## config.mk

```make
export PLATFORM = sky130hd
export DESIGN_NAME = mem_access_arbiter
export DESIGN_NICKNAME = d
export VERILOG_FILES = /design/src/rtl/mem_access_arbiter_pkg.sv /design/src/rtl/mem_access_arbiter_addr_xlate.sv /design/src/rtl/mem_access_arbiter.sv
export SDC_FILE = /design/constraint.sdc
export NUM_CORES = 1
export LEC_CHECK = 0
export BUFFER_PORTS_ARGS = -buffer_cell sky130_fd_sc_hd__buf_2
export CORE_MARGIN = 10
export CORE_UTILIZATION = 40
export CTS_CLUSTER_SIZE = 8
export DETAILED_ROUTE_END_ITERATION = 10
export MAX_ROUTING_LAYER = met4
export PLACE_DENSITY = 0.71
export SLEW_MARGIN = 20
export SYNTH_ARGS = -nofsm -noshare
export SYNTH_HDL_FRONTEND = slang
export SYNTH_SLANG_ARGS = --single-unit
```

## constraint.sdc

```tcl
create_clock -name clk -period 3.8 [get_ports clk]
set_input_delay 0.57 -clock clk [delete_from_list [all_inputs] [get_ports clk]]
set_output_delay 0.57 -clock clk [all_outputs]
set_load 0.1 [all_outputs]
```

## src/rtl/mem_access_arbiter_pkg.sv

```systemverilog
// Shared definitions for the instruction/data memory access arbiter.
// Holds the fixed-mapping segment constants, the physical address mask, the
// sequencer state encoding and the owner type, plus small segment decoders
// used by the address translator.
package mem_access_arbiter_pkg;

  // Top-nibble values of the two directly mapped segments.
  localparam logic [3:0] KSEG0_LO = 4'h8;
  localparam logic [3:0] KSEG0_HI = 4'h9;
  localparam logic [3:0] KSEG1_LO = 4'hA;
  localparam logic [3:0] KSEG1_HI = 4'hB;

  // Bits kept when a directly mapped address is folded onto physical space.
  localparam logic [28:0] PHYS_MASK = 29'h1fffffff;

  // Sequencer states.
  localparam logic [1:0] ST_IDLE = 2'd0;
  localparam logic [1:0] ST_ADDR = 2'd1;
  localparam logic [1:0] ST_WAIT = 2'd2;
  localparam logic [1:0] ST_DONE = 2'd3;

  typedef enum logic {
    OWN_INST = 1'b0,
    OWN_DATA = 1'b1
  } owner_e;

  function automatic logic is_kseg0(input logic [3:0] nib);
    return (nib == KSEG0_LO) || (nib == KSEG0_HI);
  endfunction

  function automatic logic is_kseg1(input logic [3:0] nib);
    return (nib == KSEG1_LO) || (nib == KSEG1_HI);
  endfunction

endpackage

```

## src/rtl/mem_access_arbiter_addr_xlate.sv

```systemverilog
// Combinational fixed-mapping address translator.
// Ports:
//   vaddr_i    - virtual address of the current owner
//   paddr_o    - physical address (top three bits cleared in kseg0/kseg1)
//   uncached_o - high when the address lies in kseg1 (uncached window)
module mem_access_arbiter_addr_xlate
  import mem_access_arbiter_pkg::*;
#(
  parameter int ADDR_W = 32
) (
  input  logic [ADDR_W-1:0] vaddr_i,
  output logic [ADDR_W-1:0] paddr_o,
  output logic              uncached_o
);

  logic [3:0] seg;

  assign seg = vaddr_i[ADDR_W-1 -: 4];

  always_comb begin
    paddr_o    = vaddr_i;
    uncached_o = is_kseg1(seg);
    // kseg0 and kseg1 both alias the low 512 MB of physical space.
    if (is_kseg0(seg) || is_kseg1(seg)) begin
      paddr_o = vaddr_i & {{(ADDR_W-29){1'b0}}, PHYS_MASK};
    end
  end

endmodule

```

## src/rtl/mem_access_arbiter.sv

```systemverilog
// Arbitrates the instruction-fetch and data-access requesters onto a single
// downstream memory request port, translating the winner's address.
// Ports:
//   clk, rst              - clock, synchronous active-high reset
//   inst_req_i/addr_i     - fetch request and virtual address
//   inst_ack_o/rdata_o    - fetch completion pulse and fetched word
//   data_req_i/we_i/wstrb_i/addr_i/wdata_i - load/store request
//   data_ack_o/rdata_o    - load/store completion pulse and load data
//   mem_req_o/we_o/wstrb_o/addr_o/wdata_o/uncached_o - downstream request
//   mem_gnt_i             - downstream accepted the request
//   mem_rvalid_i/rdata_i  - downstream completion and read data
module mem_access_arbiter
  import mem_access_arbiter_pkg::*;
#(
  parameter int ADDR_W     = 32,
  parameter int DATA_W     = 32,
  parameter int STARVE_MAX = 4
) (
  input  logic                clk,
  input  logic                rst,
  input  logic                inst_req_i,
  input  logic [ADDR_W-1:0]   inst_addr_i,
  output logic                inst_ack_o,
  output logic [DATA_W-1:0]   inst_rdata_o,
  input  logic                data_req_i,
  input  logic                data_we_i,
  input  logic [DATA_W/8-1:0] data_wstrb_i,
  input  logic [ADDR_W-1:0]   data_addr_i,
  input  logic [DATA_W-1:0]   data_wdata_i,
  output logic                data_ack_o,
  output logic [DATA_W-1:0]   data_rdata_o,
  output logic                mem_req_o,
  output logic                mem_we_o,
  output logic [DATA_W/8-1:0] mem_wstrb_o,
  output logic [ADDR_W-1:0]   mem_addr_o,
  output logic [DATA_W-1:0]   mem_wdata_o,
  output logic                mem_uncached_o,
  input  logic                mem_gnt_i,
  input  logic                mem_rvalid_i,
  input  logic [DATA_W-1:0]   mem_rdata_i
);

  localparam int STRB_W = DATA_W / 8;
  localparam int CNT_W  = $clog2(STARVE_MAX + 1);
  localparam logic [CNT_W-1:0] STARVE_LIM = CNT_W'(STARVE_MAX);

  logic [1:0]        state_q, state_d;
  owner_e            owner_q, owner_d;
  logic [CNT_W-1:0]  starve_q, starve_d;
  logic              mem_req_q, mem_req_d;
  logic              mem_we_q, mem_we_d;
  logic [STRB_W-1:0] mem_wstrb_q, mem_wstrb_d;
  logic [ADDR_W-1:0] mem_addr_q, mem_addr_d;
  logic [DATA_W-1:0] mem_wdata_q, mem_wdata_d;
  logic              mem_unc_q, mem_unc_d;
  logic              inst_ack_q, inst_ack_d;
  logic              data_ack_q, data_ack_d;
  logic [DATA_W-1:0] inst_rdata_q, inst_rdata_d;
  logic [DATA_W-1:0] data_rdata_q, data_rdata_d;

  logic              any_req;
  logic              pick_inst;
  logic              win_store;
  logic [ADDR_W-1:0] win_vaddr;
  logic [ADDR_W-1:0] xl_paddr;
  logic              xl_unc;

  // Data wins unless the fetch side has been passed over STARVE_MAX times.
  assign any_req   = inst_req_i | data_req_i;
  assign pick_inst = inst_req_i & (~data_req_i | (starve_q == STARVE_LIM));
  assign win_store = ~pick_inst & data_we_i;
  assign win_vaddr = pick_inst ? inst_addr_i : data_addr_i;

  mem_access_arbiter_addr_xlate #(
    .ADDR_W(ADDR_W)
  ) u_addr_xlate (
    .vaddr_i   (win_vaddr),
    .paddr_o   (xl_paddr),
    .uncached_o(xl_unc)
  );

  always_comb begin
    state_d      = state_q;
    owner_d      = owner_q;
    mem_req_d    = mem_req_q;
    mem_we_d     = mem_we_q;
    mem_wstrb_d  = mem_wstrb_q;
    mem_addr_d   = mem_addr_q;
    mem_wdata_d  = mem_wdata_q;
    mem_unc_d    = mem_unc_q;
    inst_rdata_d = inst_rdata_q;
    data_rdata_d = data_rdata_q;
    inst_ack_d   = 1'b0;
    data_ack_d   = 1'b0;

    case (state_q)
      ST_IDLE: begin
        if (any_req) begin
          owner_d     = pick_inst ? OWN_INST : OWN_DATA;
          mem_req_d   = 1'b1;
          mem_we_d    = win_store;
          mem_wstrb_d = win_store ? data_wstrb_i : '0;
          mem_addr_d  = xl_paddr;
          mem_wdata_d = pick_inst ? '0 : data_wdata_i;
          mem_unc_d   = xl_unc;
          state_d     = ST_ADDR;
        end
      end
      ST_ADDR: begin
        // Any rvalid coincident with gnt is not a real completion.
        if (mem_gnt_i) begin
          mem_req_d = 1'b0;
          state_d   = ST_WAIT;
        end
      end
      ST_WAIT: begin
        if (mem_rvalid_i) begin
          if (!mem_we_q) begin
            if (owner_q == OWN_INST) inst_rdata_d = mem_rdata_i;
            else                     data_rdata_d = mem_rdata_i;
          end
          inst_ack_d = (owner_q == OWN_INST);
          data_ack_d = (owner_q == OWN_DATA);
          state_d    = ST_DONE;
        end
      end
      ST_DONE: begin
        // Ack is visible this cycle; no arbitration so a lingering req is not re-served.
        state_d = ST_IDLE;
      end
      default: state_d = ST_IDLE;
    endcase
  end

  // Starvation count: data grants taken while a fetch is waiting.
  always_comb begin
    starve_d = starve_q;
    if (!inst_req_i) begin
      starve_d = '0;
    end else if (state_q == ST_IDLE) begin
      if (pick_inst) begin
        starve_d = '0;
      end else if (starve_q != STARVE_LIM) begin
        starve_d = starve_q + 1'b1;
      end
    end
  end

  always_ff @(posedge clk) begin
    if (rst) begin
      state_q      <= ST_IDLE;
      owner_q      <= OWN_INST;
      starve_q     <= '0;
      mem_req_q    <= 1'b0;
      mem_we_q     <= 1'b0;
      mem_wstrb_q  <= '0;
      mem_addr_q   <= '0;
      mem_wdata_q  <= '0;
      mem_unc_q    <= 1'b0;
      inst_ack_q   <= 1'b0;
      data_ack_q   <= 1'b0;
      inst_rdata_q <= '0;
      data_rdata_q <= '0;
    end else begin
      state_q      <= state_d;
      owner_q      <= owner_d;
      starve_q     <= starve_d;
      mem_req_q    <= mem_req_d;
      mem_we_q     <= mem_we_d;
      mem_wstrb_q  <= mem_wstrb_d;
      mem_addr_q   <= mem_addr_d;
      mem_wdata_q  <= mem_wdata_d;
      mem_unc_q    <= mem_unc_d;
      inst_ack_q   <= inst_ack_d;
      data_ack_q   <= data_ack_d;
      inst_rdata_q <= inst_rdata_d;
      data_rdata_q <= data_rdata_d;
    end
  end

  assign inst_ack_o     = inst_ack_q;
  assign inst_rdata_o   = inst_rdata_q;
  assign data_ack_o     = data_ack_q;
  assign data_rdata_o   = data_rdata_q;
  assign mem_req_o      = mem_req_q;
  assign mem_we_o       = mem_we_q;
  assign mem_wstrb_o    = mem_wstrb_q;
  assign mem_addr_o     = mem_addr_q;
  assign mem_wdata_o    = mem_wdata_q;
  assign mem_uncached_o = mem_unc_q;

endmodule

```

After elaboration in Yosys (flattened, before gate mapping):

Index checks and enable logic that the tools add are counted.

* div/mod/pow operators: 0
* reduce and logical (&&, ||, !) cells: 14
* bitwise gates (word level): 11
* $lt $le $gt $ge: 0
* $add $sub $neg: 1
* shift operators: 0
* muxes and demuxes: 14
* equal/unequal tests: 12
* multipliers: 0

Operators with widths (count)
* 32-bit 2-to-1 mux: 3
* 4-bit == test, second input constant: 4
* 2-bit case mux with 4 select lines: 1
* 4-bit AND reduction: 2
* 1-bit inverter: 7
* 2-bit 2-to-1 mux: 3
* 3-bit 2-to-1 mux: 2
* 2-bit inequality test, second input constant: 3
* 3-bit AND reduction: 2
* 2-bit == test, second input constant: 2
* 4-bit 2-to-1 mux: 1
* 2-bit AND reduction: 2
* 2-bit nonzero test: 2
* 3-bit by 1-bit adder with 3-bit output, second input constant: 1
* 3-bit == test, second input constant: 1
* 1-bit logical OR: 3
* 1-bit 2-to-1 mux: 3
* 3-bit inequality test, second input constant: 1
* 3-bit OR reduction: 1
* 1-bit AND: 2
* 2-bit by 1-bit == test with 1-bit output, second input constant: 1
* 2-bit zero test: 1
* 1-bit bitwise OR: 2
* 1-bit case mux with 2 select lines: 1
* 2-bit OR reduction: 1

* bits in writable memories: 0
* word-level logic and storage cells: 65
* register bits after elaboration: 143
* memories kept: 0
* bits in read-only memories: 0
* output and inout bits: 137
* input bits: 139
* latch bits: 0

Depth between registers and ports, before layout:

* depth after elaboration: 8
* mapped depth: 8
* depth with buffers taken out: 5

Hierarchy:

Synthesis repeated with hierarchy kept, for this count alone.

* cells, all modules: 647
* area total of the unflattened synthesis: 5683.0 um^2

Modules (own cells, without submodules)
* mem_access_arbiter: cells an instance 613, sequential area each 2862.7 um^2, area an instance 5437.7 um^2, instances 1
* mem_access_arbiter_addr_xlate: cells an instance 34, sequential area each 0.0 um^2, area an instance 245.2 um^2, instances 1

Worst setup path after synthesis:

No wires, ideal clock.

* kind: flip-flop to flip-flop
* start point: register mem_we_q, in the netlist mem_we_o
* end point: register inst_rdata_q[10], in the netlist inst_rdata_o[10]
* arrival time: 1.866 ns
* cell stages (with the launch flop): 6
* setup time: 0.070 ns
* buffers on the path: 2
* required time: 3.730 ns
* clock period less this slack: 1.936 ns
* path slack: 1.864 ns
* path through: dfxtp_1 nand4bb_1 clkbuf_1 clkbuf_1 nand2_1 a21oi_1

* cells in the longest elaborated chain, start to end: 2

RTL lines
* from (decl): RTL line mem_access_arbiter.sv:51 `logic mem_we_q, mem_we_d;`
* from (signal assigned): RTL line mem_access_arbiter.sv:169 `mem_we_q <= mem_we_d;`
* 1-bit inverter (no line)
* 4-bit AND reduction (no line)
* to (signal assigned): RTL line mem_access_arbiter.sv:176 `inst_rdata_q <= inst_rdata_d;`
* to (decl): RTL line mem_access_arbiter.sv:58 `logic [DATA_W-1:0] inst_rdata_q, inst_rdata_d;`

Every way passes these cells.
A chain may end at the register's enable or synchronous reset.

Worst setup path in the final report:

* start point: input inst_req_i
* end point: register mem_wstrb_q[2], in the netlist mem_wstrb_o[2]

* cells in the longest elaborated chain, start to end: 4
* elaborated cells between the ends (all ways): 6
* those cells by class: 1 x mux; 4 x bitwise; 1 x reduce/logical

RTL lines
* from (decl): RTL line mem_access_arbiter.sv:21 `input logic inst_req_i,`
* 1-bit AND: RTL line mem_access_arbiter.sv:70 `assign pick_inst = inst_req_i & (~data_req_i | (starve_q == STARVE_LIM));`
* 1-bit inverter: RTL line mem_access_arbiter.sv:71 `assign win_store = ~pick_inst & data_we_i;`
* 1-bit AND: RTL line mem_access_arbiter.sv:71
* 4-bit 2-to-1 mux: RTL line mem_access_arbiter.sv:102 `mem_wstrb_d = win_store ? data_wstrb_i : '0;`
* to (signal assigned): RTL line mem_access_arbiter.sv:170 `mem_wstrb_q <= mem_wstrb_d;`
* to (decl): RTL line mem_access_arbiter.sv:52 `logic [STRB_W-1:0] mem_wstrb_q, mem_wstrb_d;`

Parallel ways exist; a longest one is shown, timed or not.

==> results.py <==
metrics = {
    "timing": {
        "setup_tns_ns": 0,
        "fin_crit_sh_pct": 67.8,
        "hold_slack_ns": 0.384,
        "slew_headroom_pct": 34.1,
        "fin_crit_ns": 2.58,
        "hold_viol_final": 0,
        "fmax_mhz": 388,
        "final-setup-viol-count": 0,
        "worst_pin_slew_ns": 0.984,
        "maxSlewViolCount": 0,
        "grt_setup_unrepaired": "false",
        "skew_ns": 0.00888,
    },
    "drt": {
        "vias_per_cell": 5.23,
        "drcViolationCount": 0,
        "drt_wl_total_um": 20700,
        "wirelength_met1_um": 8080,
        "wire_per_inst_um": 18.2,
        "postRouteAntennaNets": 0,
        "drt_first_iter_violations": 312,
        "wl_met3_um": 2110,
        "first_pass_iters": 5,
        "via_count": 5946,
        "top_layer_used": "met4",
        "met2WireLength_um": 10000,
    },
    "synthesis": {
        "synth_nets": 846,
        "seq_area_frac_synth_pct": 49.7,
        "yosysWarnings": 0,
        "avgSynthCellArea_sq_um": 8.21,
        "synth_cell_types": 39,
        "syn-instance-count": 702,
        "synth-seq-cells": 143,
        "synth_area_sq_um": 5760,
    },
    "global_route": {
        "grt_max_degree": 69,
        "grt_pass1_vias": 5896,
        "grt_overflow_total": 0,
        "grtUsageTotal_pct": 20.3,
        "grt_pass1_wl_um": 31400,
        "antenna_found_initial": 4,
    },
    "clock_network": {
        "clock_latency_ns": 0.43,
        "post_cts_buffers": 0,
        "cts.sinks": 143,
        "cts_tree": "yes",
        "clockRootBuffer": "clkbuf_16",
        "ctsResizeCount": 0,
        "cts.hold.buffers_added": 0,
        "cts.clk_slew.worst_paths_ns": 0.06,
        "cts_buffer_depth": 2,
        "ctsHtreeMaxLevel": 4,
        "cts_buffers": 17,
    },
    "cells_and_area": {
        "drive_above_1_share_pct": 34.2,
        "layout_commonest_cell": "buf_2",
        "final_area_sq_um": 7780,
        "fin_nets": 1084,
        "final_cell_mix": "buf_2 (274), nand2_1 (164), dfxtp_1 (143)",
        "fin_cells": 1137,
        "synthToLayoutAreaGrowth_pct": 35.1,
    },
    "floorplanning": {
        "core_area_sq_um": 14000,
        "rows": 43,
        "die_w_um": 140,
        "io_pins": 276,
        "start_util_pct": 41.2,
        "dieArea_sq_um": 19600,
        "die_h_um": 140,
    },
    "flow_run": {
        "cap_violations": 0,
    },
    "critical_path": {
        "path_max_fanout": 68,
        "r2r-start": "starve_q[0]",
        "path_cells": "buf_2, clkinv_2, o21ai_1, o21ai_0",
        "worstRegToRegCells": 6,
        "end_kind": "flip-flop",
        "ff2ff_setup_slack_ns": 1.65,
        "worst_ep_arrival_time_ns": 2.87,
        "timing.rr.end": "mem_addr_o[12]",
        "criticalPathCategory": "in2reg",
        "slowest_stage": "clkinv_2",
        "critPathMaxStageDelay_ns": 0.92,
        "startpoint_type": "primary input",
        "cp.required_ns": 4.09,
    },
    "power_and_ir_drop": {
        "ir_drop_uv": 531,
        "cellLeakagePower_nw": 3.39,
        "power_mw": 6.90,
        "power_density_nw_per_um2": 886,
    },
    "place": {
        "port-buffer-count": 275,
        "placed_cells": 1101,
        "dpl-instance-area_sq_um": 7170,
        "dp_hpwl_um": 14800,
        "gp_congestion": 0.834,
    },
    "status": {
        "status": "finished clean",
    },
    "min_path": {
        "min-delay-path-class": "in2reg",
        "whs_path_depth": 3,
        "min-delay-start": "mem_rdata_i[13]",
        "holdPathEnd": "data_rdata_o[13]",
    },
}
==> registers in the layout, indices dropped and copies added, names as in the netlist <==
| register | cells |
|---|---|
| mem_wdata_o | 32 |
| mem_req_o | 1 |
| starve_q | 3 |
| data_rdata_o | 32 |
| inst_rdata_o | 32 |
| inst_ack_o | 1 |
| mem_wstrb_o | 4 |
| state_q | 2 |
| mem_addr_o | 32 |
| data_ack_o | 1 |
| mem_we_o | 1 |
| owner_q | 1 |
| mem_uncached_o | 1 |
==> synth_stat cells <==
| master | count | area share [%] |
|---|---|---|
| a211oi_1 | 32 | 4.2 |
| nor4bb_1 | 1 | 0.17 |
| or3_1 | 1 | 0.11 |
| or3b_1 | 1 | 0.15 |
| a21bo_1 | 1 | 0.17 |
| nand2_1 | 164 | 11 |
| o21ai_0 | 35 | 3.0 |
| a221o_1 | 2 | 0.35 |
| ha_1 | 5 | 1.1 |
| buf_6 | 1 | 0.20 |
| nand4bb_1 | 1 | 0.20 |
| a211o_1 | 1 | 0.15 |
| buf_4 | 7 | 0.91 |
| o21a_1 | 1 | 0.13 |
| a31oi_1 | 30 | 3.3 |
| a21boi_2 | 1 | 0.20 |
| a21oi_1 | 102 | 8.9 |
| o21ai_1 | 1 | 0.087 |
| a31o_1 | 1 | 0.15 |
| nand4_1 | 1 | 0.11 |
| buf_2 | 27 | 2.3 |
| inv_1 | 9 | 0.59 |
| a221oi_1 | 2 | 0.30 |
| clkbuf_1 | 34 | 2.2 |
| nor3_1 | 1 | 0.087 |
| and4b_1 | 1 | 0.17 |
| nand3b_1 | 10 | 1.3 |
| nand3_1 | 2 | 0.17 |
| o31ai_1 | 1 | 0.13 |
| o211ai_1 | 35 | 4.6 |
| nand2b_1 | 3 | 0.33 |
| a32oi_1 | 1 | 0.15 |
| dfxtp_1 | 143 | 50 |
| nand4b_1 | 2 | 0.30 |
| a41oi_1 | 1 | 0.15 |
| nor3b_1 | 2 | 0.26 |
| a2111oi_4 | 1 | 0.48 |
| nor2_1 | 37 | 2.4 |
| o21ai_2 | 1 | 0.15 |
==> through the flow <==
step                      setup slack [ns]  utilization [%]
after global routing                 0.965             55.6
after floorplan                       1.86                -
after detailed placement              1.15             51.2
after CTS                             1.59             55.6
final                                 1.22             55.6
after global placement                1.20             51.2
==> critical path, delay by kind of cell <==
family / cells / cell delay (ns)
buffers and inverters: 2 / 1.51
AOI/OAI and AO/OA: 2 / 0.74
==> layout make-up <==
cell class / instances / area, sq um
fillers: 1344 / 6200
flip-flops and latches: 143 / 2860
multi-input cells: 481 / 2570
repair buffers: 288 / 1480
clock buffers: 19 / 453
well taps: 180 / 225
clock inverters: 13 / 153
inverters: 9 / 35.0
diodes: 4 / 10.0
==> worst max-delay path by stage <==
stage | start | to | slack (ns) | cells past startpoint
final | inst_req_i | mem_wstrb_o[2] | 1.22 | 4
after global placement | inst_req_i | mem_wstrb_o[0] | 1.20 | 4
after floorplan | mem_we_o | inst_rdata_o[10] | 1.86 | 5
after CTS | inst_req_i | mem_wstrb_o[2] | 1.59 | 4
after global routing | inst_req_i | mem_wstrb_o[2] | 0.97 | 4
after detailed placement | inst_req_i | mem_wstrb_o[2] | 1.15 | 4
==> per-layer routing <==
metal	global-route usage (%)	up-vias
met5	-	-
met1	21.9	2713
li1	-	2934
met2	32.2	268
met4	8.26	0
met3	8.86	31
==> power by group <==
part	internal (mW)	switching (mW)
combinational	0.590	2.68
clock	1.01	0.686
sequential	1.77	0.149
==> cells by family (layout without fill, tap and decap cells) <==
logic type      count (synthesis)  count (layout)  synth area share (%)
compound gates                249             249                  26.5
fa+ha+maj                       5               5                  1.09
buf+inv                        78             329                  6.26
flops                         143             143                  49.7
other cells                     0               4                     0
simple gates                  227             227                  16.5
No activity file was read; power rests on OpenSTA's default activity.
